$ cat src/rtl/caeser_enc.sv
// Caesar-shift encryptor: reduces a raw key mod 26 bit-serially, then shifts letters into an
// output FIFO that drains to a downstream consumer with valid/ready handshaking.
module caeser_enc #(
  parameter int unsigned D_WIDTH    = 8,
  parameter int unsigned KEY_WIDTH  = 16,
  parameter int unsigned FIFO_DEPTH = 4
) (
  input  logic                        clk,
  input  logic                        reset,
  input  logic [D_WIDTH-1:0]          data_p,
  input  logic                        valid_p,
  output logic                        ready_p,
  input  logic [KEY_WIDTH-1:0]        key,
  input  logic                        key_load,
  output logic [D_WIDTH-1:0]          data_e,
  output logic                        valid_e,
  input  logic                        ready_e,
  output logic                        key_ready,
  output logic [$clog2(FIFO_DEPTH):0] level
);

  localparam int unsigned AW = $clog2(FIFO_DEPTH);
  localparam int unsigned LW = AW + 1;
  localparam int unsigned IW = (KEY_WIDTH > 1) ? $clog2(KEY_WIDTH) : 1;

  localparam logic [1:0] StIdle   = 2'd0;
  localparam logic [1:0] StReduce = 2'd1;
  localparam logic [1:0] StRun    = 2'd2;

  logic [1:0]           state_q, state_d;
  logic [KEY_WIDTH-1:0] key_q, key_d;
  logic [4:0]           rem_q, rem_d;
  logic [4:0]           shift_q, shift_d;
  logic [IW-1:0]        idx_q, idx_d;
  logic [5:0]           rem_ext;

  // Restoring long division by 26, one key bit per cycle, MSB first.
  always_comb begin
    state_d = state_q;
    key_d   = key_q;
    rem_d   = rem_q;
    shift_d = shift_q;
    idx_d   = idx_q;
    rem_ext = {rem_q, key_q[idx_q]};
    if (rem_ext >= 6'd26) rem_ext = rem_ext - 6'd26;
    if (key_load) begin
      key_d   = key;
      rem_d   = '0;
      idx_d   = IW'(KEY_WIDTH - 1);
      state_d = StReduce;
    end else if (state_q == StReduce) begin
      rem_d = rem_ext[4:0];
      idx_d = idx_q - IW'(1);
      if (idx_q == '0) begin
        shift_d = rem_ext[4:0];
        state_d = StRun;
      end
    end
  end

  always_ff @(posedge clk) begin
    if (reset) begin
      state_q <= StIdle;
      key_q   <= '0;
      rem_q   <= '0;
      shift_q <= '0;
      idx_q   <= '0;
    end else begin
      state_q <= state_d;
      key_q   <= key_d;
      rem_q   <= rem_d;
      shift_q <= shift_d;
      idx_q   <= idx_d;
    end
  end

  logic               is_upper, is_lower;
  logic [4:0]         off;
  logic [5:0]         sum;
  logic [D_WIDTH-1:0] enc;

  // Both letter ranges have low five bits 1..26, so only the low bits change.
  always_comb begin
    is_upper = (data_p >= D_WIDTH'(8'h41)) && (data_p <= D_WIDTH'(8'h5A));
    is_lower = (data_p >= D_WIDTH'(8'h61)) && (data_p <= D_WIDTH'(8'h7A));
    off      = data_p[4:0] - 5'd1;
    sum      = {1'b0, off} + {1'b0, shift_q};
    if (sum >= 6'd26) sum = sum - 6'd26;
    enc = data_p;
    if (is_upper || is_lower) enc[4:0] = sum[4:0] + 5'd1;
  end

  logic [D_WIDTH-1:0] mem_q [FIFO_DEPTH];
  logic [AW-1:0]      wr_ptr_q, rd_ptr_q;
  logic [LW-1:0]      level_q;
  logic               full, empty, push, pop;

  always_comb begin
    full      = (level_q == LW'(FIFO_DEPTH));
    empty     = (level_q == '0);
    key_ready = (state_q == StRun);
    ready_p   = key_ready && !full && !key_load;
    valid_e   = !empty;
    push      = valid_p && ready_p;
    pop       = valid_e && ready_e;
    data_e    = valid_e ? mem_q[rd_ptr_q] : '0;
    level     = level_q;
  end

  always_ff @(posedge clk) begin
    if (reset) begin
      wr_ptr_q <= '0;
      rd_ptr_q <= '0;
      level_q  <= '0;
    end else begin
      if (push) wr_ptr_q <= wr_ptr_q + AW'(1);
      if (pop)  rd_ptr_q <= rd_ptr_q + AW'(1);
      unique case ({push, pop})
        2'b10:   level_q <= level_q + LW'(1);
        2'b01:   level_q <= level_q - LW'(1);
        default: level_q <= level_q;
      endcase
    end
  end

  always_ff @(posedge clk) begin
    if (!reset && push) mem_q[wr_ptr_q] <= enc;
  end

endmodule

$ cat config.mk
export PLATFORM = sky130hd
export DESIGN_NAME = caeser_enc
export DESIGN_NICKNAME = d
export VERILOG_FILES = /design/src/rtl/caeser_enc.sv
export SDC_FILE = /design/constraint.sdc
export NUM_CORES = 1
export LEC_CHECK = 0
export CELL_PAD_IN_SITES_DETAIL_PLACEMENT = 0
export CELL_PAD_IN_SITES_GLOBAL_PLACEMENT = 1
export CORE_ASPECT_RATIO = 0.5
export CORE_MARGIN = 2
export CORE_UTILIZATION = 40
export DETAILED_ROUTE_END_ITERATION = 6
export PLACE_DENSITY_LB_ADDON = 0.05
export SLEW_MARGIN = 20
export SYNTH_ARGS = -nofsm -noshare
export SYNTH_HDL_FRONTEND = slang
export SYNTH_SLANG_ARGS = --single-unit
$ cat constraint.sdc
create_clock -name clk -period 4.7 [get_ports clk]
set_clock_uncertainty 0.15 [all_clocks]
set_input_delay 0.94 -clock clk [delete_from_list [all_inputs] [get_ports clk]]
set_output_delay 0.94 -clock clk [all_outputs]
set_load 0.01 [all_outputs]
# ---- Word level (Yosys, flattened, before mapping)
# Memories as Yosys holds them, arrays and structs flattened. A register that Yosys moved wholly into a read port is not among the register bits.
# Cells that the tools add are included.
dict set report classes {
  order_cmp 7
  mux 16
  n_eq_ne 5
  n_reduce_logical 21
  n_bitwise 1
  add_sub_neg 10
}
# operator n
set op_table {}
lappend op_table {{$ge A8 B7 Y1 const B} 2}
lappend op_table {{$le A8 B7 Y1 const B} 2}
lappend op_table {{$mux W5} 3}
lappend op_table {{$ge A6 B5 Y1 const B} 2}
lappend op_table {{$sub A5 B5 Y5 const B} 2}
lappend op_table {{$mux W4} 2}
lappend op_table {{$mux W8} 1}
lappend op_table {{$logic_and A1 B1 Y1} 7}
lappend op_table {{$add A5 B5 Y6} 1}
lappend op_table {{$mux W1} 6}
lappend op_table {{$pmux W3 S2} 1}
lappend op_table {{$reduce_bool A2 Y1} 3}
lappend op_table {{$add A5 B1 Y5 const B} 1}
lappend op_table {{$lt A4 B5 Y1 const B} 1}
lappend op_table {{$sub A5 B1 Y5 const B} 1}
lappend op_table {{$add A2 B1 Y2 const B} 2}
lappend op_table {{$bmux W1 S4} 1}
lappend op_table {{$eq A2 B1 Y1 const B} 2}
lappend op_table {{$eq A2 B2 Y1 const B} 2}
lappend op_table {{$logic_not A1 Y1} 4}
lappend op_table {{$logic_not A4 Y1} 1}
lappend op_table {{$mux W2} 2}
lappend op_table {{$reduce_and A2 Y1} 2}
lappend op_table {{$sub A4 B1 Y4 const B} 1}
lappend op_table {{8 further kinds} 8}
dict set report word_totals {
  ff_bits 39
  ramBits 32
  output_inout_bits 14
  memories 1
  inputBits 29
  wordCells 70
}
# name words width rd rd_ports_with_merged_regs write_ports line_no
set mem_list {}
lappend mem_list {mem_q 4 8 1 1 1 93} ;# logic [D_WIDTH-1:0] mem_q [FIFO_DEPTH];

# ---- Longest topological paths before layout
# Gate-level depths: netlist (run 1).
dict set report depth {
  depth_word 8
  ltp_mapped 15
  mapped_depth_nobuf 15
}

# ---- Worst setup path before layout (run 1)
# OpenSTA, ideal clock, no wires.
dict set report synth_path {
  path_kind {input -> register}
  start {input port data_p[0]}
  end {memory mem_q[0][4], data pin}
  setup_time_ps 219
  required_time_ps 4331
  setup_slack_ps 561
  stages 14
  n_path_buf 0
  t_arrival_ps 3770
  path_cell_list {inv_1 ha_1 or3b_1 xnor2_1 ha_1 nor3b_2 or4_4 o21ai_0 nor2_1 nor2_1 ha_1 inv_1 o31a_1 o31ai_1}
}
dict set report synth_via {
  elab_chain_cells 6
  word_cells_on_any_way 14
  cone_classes {4 x add/sub; 5 x order compare; 2 x mux; 3 x reduce/logical}
}
# item line_no
set synth_lines {}
lappend synth_lines {{from (decl)} 10} ;# input logic [D_WIDTH-1:0] data_p,
lappend synth_lines {{$sub A5 B1 Y5} 86} ;# off = data_p[4:0] - 5'd1;
lappend synth_lines {{$add A5 B5 Y6} 87} ;# sum = {1'b0, off} + {1'b0, shift_q};
lappend synth_lines {{$sub A5 B5 Y5 or $ge A6 B5 Y1 (tied branches)} 88} ;# if (sum >= 6'd26) sum = sum - 6'd26;
lappend synth_lines {{$mux W5} 88}
lappend synth_lines {{$add A5 B1 Y5} 90} ;# if (is_upper || is_lower) enc[4:0] = sum[4:0] + 5'd1;
lappend synth_lines {{$mux W5 (*)} 90}
lappend synth_lines {{net enc[4]} 80} ;# logic [D_WIDTH-1:0] enc;
lappend synth_lines {{to (decl)} 93}
# Mark *: on every way through the listed nets, which the timed path passes. The rest lies on a longest branch.

# ---- Worst setup path in the final report (run 1)
# Same ends and word-level chain as after synthesis.

==> results of run 1 <==
-- metrics by stage --
step / setup WS, ns / instance area, um2 / total power, uW / utilization [%]
6_report: 0.3606 / 4583 / 1548 / 51.91
5_1_grt: 0.1028 / 4583 / 1614 / 51.91
4_1_cts: 0.2371 / 4578 / 1563 / 51.86
3_5_place_dp: -0.1140 / 4279 / 884.4 / 48.47
3_3_place_gp: 0.008436 / 4279 / 879.5 / 48.47
2_1_floorplan: 0.5615 / 3680 / 817.8 / -
-- flip-flops by register name (all words and copies together) (netlist names), named ones only --
signal / count
mem_q: 32
wr_ptr_q: 2
level: 3
rem_q: 5
key_q: 16
state_q: 2
shift_q: 5
idx_q: 4
rd_ptr_q: 2
-- tightest hold or removal path, cell delays in order, from the launching register on --
cell and delay (ns):
dfxtp_1 0.32, nand2_1 0.06, a21oi_1 0.06
-- placed cells by master, fill, tap and decap left out, drive strengths merged, types with 4 or more instances in the layout --
| cell | Yosys | routed |
|---|---|---|
| nor2 | 58 | 58 |
| clkdlybuf4s50 | 0 | 42 |
| dfxtp | 41 | 41 |
| edfxtp | 32 | 32 |
| mux2i | 21 | 21 |
| inv | 17 | 17 |
| ha | 17 | 17 |
| nand2 | 16 | 16 |
| and2 | 13 | 13 |
| mux4 | 13 | 13 |
| buf | 3 | 12 |
| clkbuf | 12 | 11 |
| o21ai | 11 | 11 |
| a21oi | 10 | 10 |
| xnor2 | 8 | 8 |
| xor2 | 7 | 7 |
| a211oi | 7 | 7 |
| or3 | 4 | 4 |
-- worst paths after layout --
path / startpoint / endpoint / slack, ns / depth (start not counted)
max: data_p[0] / mem_q[0][4] / 0.36 / 15
min: rem_q[1] / rem_q[1] / 0.33 / 2
max reg2reg: shift_q[0] / mem_q[0][4] / 1.33 / 12
min reg2reg: rem_q[1] / rem_q[1] / 0.33 / 2
-- cell families (layout without fill, tap and decap cells) --
family | count (synthesis) | after routing | synth area share, %
buf+inv | 32 | 87 | 3.298
mux | 36 | 36 | 14.38
flops | 73 | 73 | 48.42
xor+xnor | 15 | 15 | 3.570
fa+ha+maj | 19 | 19 | 6.868
compound gates | 45 | 45 | 9.079
simple gates | 110 | 110 | 14.38
-- per-layer routing --
metal	up-vias	wire length, um	track usage (%)
met4	0	153	6.667
met5	-	0	0
met2	51	3574	29.30
met3	17	368	5.615
li1	1281	-	-
met1	1225	3455	18.94
-- power by group --
group	total (uW)	internal, uW	switching (uW)
Clock	676	424	252
Sequential	692	679	12.9
Combinational	180	90.6	89.1
-- cell type report --
cell class | instances | area (um2)
Fill cell | 789 | 4245
Sequential cell | 73 | 1782
Multi-Input combinational cell | 225 | 1782
Timing Repair Buffer | 54 | 510.5
Clock buffer | 11 | 242.7
Tap cell | 117 | 146.4
Inverter | 17 | 63.81
Clock inverter | 5 | 56.30
-- cells in the mapped netlist, types with 4 or more instances --
master	n	share of area, %
nand2_1	16	1.6
ha_1	17	5.8
dfxtp_1	41	22
edfxtp_1	32	26
xnor2_1	8	1.9
and2_1	13	2.2
mux2i_1	21	5.7
or3_1	4	0.68
clkbuf_1	12	1.2
xor2_1	7	1.7
mux4_2	13	8.0
o21ai_0	8	1.1
a211oi_1	5	1.0
a21oi_1	10	1.4
inv_1	17	1.7
nor2_1	57	5.8
-- repair_timing --
item | CTS | global route
gates resized for setup | 0 | 1
endpoints found under the setup margin | 0 | 4
hold buffers | 0 | 0
==> metrics.csv, run 1 <==
stage,metric,value,unit
floorplan,Die Ht,71.82,um
timing,Hold Slack,0.3310,ns
synth,syn_nets,378,
clocking,H-tree levels,3,
clocking,Clock Sinks,73,
clocking,clock tree buffer depth,2,
power,worst ir drop on vdd,0.1824,mV
setup_path,"Largest stage delay, worst path",0.52,ns
place,PortBufs,42,
setup_path,Worst Setup End Kind,register,
global_routing,largest net degree at the start of global routing,36,
min_path,Min-Delay Path Class,register to register,
detailed_routing,via count,2574,
synth,yosys warns,0,
setup_path,CP max stage cell,or4_4,
status,status,"complete, no violations",
clocking,Worst-path clk slew,0.06,ns
floorplan,top-level I/O count,43,
layout,ANT cells,0,
synth,post-synthesis sequential area ratio,48.42,%
setup_path,"Data arrival, critical path",4.25,ns
clocking,CTS tree,done,
floorplan,initial core utilization,41.68,%
detailed_routing,Via density,5.127,
setup_path,crit path buf inv count,3,
timing,Setup TNS,0,ns
clocking,root buffer cell,clkbuf_16,
setup_path,worst path required time,4.61,ns
setup_path,crit path cell chain,"clkdlybuf4s50_1, inv_1, ha_1, or3b_1, xnor2_1, ha_1, nor3b_2, or4_4, o21ai_0, nor2_1, nor2_1, ha_1, inv_1, nor4_1, o31ai_2",
run,Max-cap violations,0,
timing,count of final setup violators,0,
clocking,CTS Buf Count,9,
synth,#FFs+latches synth,73,
global_routing,first-pass GRT wire length,12790,um
clocking,Clock Latency Late Sink,0.33,ns
global_routing,Congestion Overflow GR,0,
detailed_routing,Routed Antenna Nets,0,
timing,final period demand of the worst path,4.339,ns
clocking,postcts setup bufs,0,
setup_path,Top delay family on crit path,simple AND/OR/NAND/NOR gates,
global_routing,gr usage total,16.60,%
detailed_routing,wire length per cell,15.04,um
floorplan,Rows,24,
synth,Synth Instances,330,
timing,slew margin rel.,56.83,%
power,P per Cell Area,337.7,mW/mm2
floorplan,full die area,0.01003,mm2
timing,fmax,230.4,MHz
detailed_routing,Starting DRT DRC Count,76,
synth,synth unique cells,54,
place,placed cells,486,
detailed_routing,drt first pass iters,4,
place,Final Wtd Congestion,0.8285,
layout,nets,428,
synth,fraction of registers with async set/reset,0,%
place,DP Wirelength,5658,um
synth,average cell area after synthesis,11.15,um2
setup_path,CP Class,input pin to register,
layout,share of cells above drive strength 1,14.03,%
timing,unrepaired setup endpoints after global routing,no,
layout,P&R area growth vs syn,24.55,%
setup_path,startpoint types,input pin,
floorplan,die width,139.6,um
synth,Mapped Area,0.003680,mm2
synth,Post-synth EDFFs,32,
timing,Fin. Hold Viols,0,
setup_path,Critical Path Most Common Cell,ha_1,
layout,"non-filler cells, final",502,
detailed_routing,final wirelength,7551,um
timing,Slew @ Worst Pin,0.6463,ns
timing,Slew Limit Fails,0,
floorplan,core footprint,0.008828,mm2
timing,period utilization,92.33,%
global_routing,initial antenna violation count,0,
setup_path,crit-path max FO,6,
global_routing,vias in the first global route,2647,
detailed_routing,DR DRC count,0,
synth,Synth Flop Type,dfxtp_1,
power,P_leak,0.001710,uW
Power figures use the tool's default switching activity.
==> run 2: changes to the inputs <==
--- a/config.mk
+++ b/config.mk
@@ -12,6 +12,7 @@
 export CORE_UTILIZATION = 40
 export DETAILED_ROUTE_END_ITERATION = 6
 export PLACE_DENSITY_LB_ADDON = 0.05
+export RECOVER_POWER = 25
 export SLEW_MARGIN = 20
 export SYNTH_ARGS = -nofsm -noshare
 export SYNTH_HDL_FRONTEND = slang
==> metrics.csv, run 2 (synthesis results as in run 1) <==
stage,metric,value,unit
setup_path,Top delay family on crit path,simple AND/OR/NAND/NOR gates,
place,worst slack at placement,-0.1140,ns
timing,slew margin rel.,5.748,%
place,PortBufs,42,
setup_path,"Data arrival, critical path",4.25,ns
setup_path,CP Class,input pin to register,
place,DP Wirelength,5658,um
clocking,CTS Buf Count,9,
floorplan,die width,139.6,um
global_routing,met1 Use GR,18.94,%
clocking,clock tree buffer depth,2,
detailed_routing,Starting DRT DRC Count,76,
detailed_routing,DR DRC count,0,
place,Final Wtd Congestion,0.8285,
layout,nets,428,
global_routing,largest net degree at the start of global routing,36,
setup_path,worst path required time,4.61,ns
clocking,root buffer cell,clkbuf_16,
layout,share of cells above drive strength 1,13.77,%
global_routing,met2 Track Usage GR,29.30,%
floorplan,initial core utilization,41.68,%
global_routing,Congestion Overflow GR,0,
setup_path,Worst Setup End Kind,register,
timing,period utilization,92.31,%
layout,"most common cell after layout, fill and taps aside",nor2_1,
floorplan,Rows,24,
detailed_routing,final wirelength,7547,um
detailed_routing,wire length per cell,15.03,um
setup_path,startpoint types,input pin,
floorplan,core footprint,0.008828,mm2
clocking,Clock Sinks,73,
timing,unrepaired setup endpoints after global routing,no,
timing,fmax,230.5,MHz
timing,Hold Slack,0.3310,ns
floorplan,full die area,0.01003,mm2
clocking,Worst-path clk slew,0.06,ns
setup_path,"Largest stage delay, worst path",0.52,ns
setup_path,crit-path max FO,6,
layout,"commonest cells after routing, fill and taps aside","nor2_1 (57), dfxtp_1 (41), clkdlybuf4s50_1 (37)",
clocking,Clock Latency Late Sink,0.33,ns
layout,biggest regs,"mem_q: 32 flops, key_q: 16 flops",
status,status,"complete, no violations",
clocking,postcts setup bufs,0,
floorplan,top-level I/O count,43,
timing,final period demand of the worst path,4.339,ns
setup_path,crit path buf inv count,3,
power,P per Cell Area,337.9,mW/mm2
layout,"non-filler cells, final",502,
run,Max-cap violations,0,
setup_path,crit path cell chain,"clkdlybuf4s50_1, inv_1, ha_1, or3b_1, xnor2_1, ha_1, nor3b_2, or4_4, o21ai_0, nor2_1, nor2_1, ha_1, inv_1, nor4_1, o31ai_2",
global_routing,first-pass GRT wire length,12790,um
power,worst ir drop on vdd,0.1828,mV
timing,Slew Limit Fails,0,
layout,P&R area growth vs syn,24.45,%
detailed_routing,via count,2571,
global_routing,met3 Use GR,5.615,%
global_routing,Top Usage Layer GRT,met2,
min_path,Min-Delay Path Class,register to register,
global_routing,initial antenna violation count,0,
power,P_leak,0.001706,uW
layout,Largest register FFs,32,
setup_path,Critical Path Most Common Cell,ha_1,
floorplan,Die Ht,71.82,um
power,Final Total Pwr,1547,uW
layout,ANT cells,0,
global_routing,vias in the first global route,2647,
place,placed cells,486,
timing,Final WS setup,0.3613,ns
clocking,H-tree levels,3,
timing,Slew @ Worst Pin,1.414,ns
layout,most flop-heavy register,mem_q,
clocking,CTS tree,done,
timing,count of final setup violators,0,
timing,Fin. Hold Viols,0,
setup_path,CP max stage cell,or4_4,
detailed_routing,Via density,5.122,
global_routing,gr usage total,16.60,%
detailed_routing,Routed Antenna Nets,0,
detailed_routing,drt first pass iters,4,
run 2: changes by cell type in the layout (fill, tap and decap cells not counted), sizes merged:
cell           previous run  this run
clkdlybuf4s50            42        37
dlygate4sd3               0         5
buf                      12        11
clkbuf                   11        12
run 2: per-layer routing:
layer	share of wire [%]	routed length [um]
met1	46	3447
met2	47	3578
met3	4.9	367
met4	2.0	153
met5	0	0
run 2: worst paths after layout:
kind	from	end	slack, ns	cells after the start
min	rem_q[1]	rem_q[1]	0.33	2
min reg2reg	rem_q[1]	rem_q[1]	0.33	2
max reg2reg	shift_q[0]	mem_q[0][4]	1.33	12
max	data_p[0]	mem_q[0][4]	0.36	15
run 2: layout make-up:
type                            count  area [um2]
Clock buffer                       11       242.7
Tap cell                          117       146.4
Multi-Input combinational cell    225        1782
Timing Repair Buffer               54       506.7
Fill cell                         791        4249
Sequential cell                    73        1782
Clock inverter                      5       56.30
Inverter                           17       63.81
run 2: per-stage QoR:
step	TNS, ns	area, um2	utilization (%)
finish	0	4579	51.87
global route	0	4579	51.87
CTS	0	4578	51.86
detailed placement	-0.4559	4279	48.47
global placement	0	4279	48.47
floorplan	0	3680	-
run 2: what timing repair did:
| action | CTS | global route |
|---|---|---|
| gates resized for setup | 0 | 1 |
| hold buffers | 0 | 0 |
| endpoints found under the setup margin | 0 | 4 |
run 2: where the power goes:
group / total, uW / internal [uW] / switching (uW)
clock: 676 / 424 / 252
combinational: 179 / 90.0 / 89.0
sequential: 692 / 679 / 13.0
total: 1550 / 1190 / 354
run 2: worst register-to-register path: stages (launching register included):
cell,delay [ns]
dfxtp_1,0.33
ha_1,0.24
fa_1,0.45
a211oi_4,0.29
nor3b_2,0.09
or4_4,0.52
o21ai_0,0.17
nor2_1,0.05
nor2_1,0.09
ha_1,0.15
inv_1,0.06
nor4_1,0.38
o31ai_2,0.14
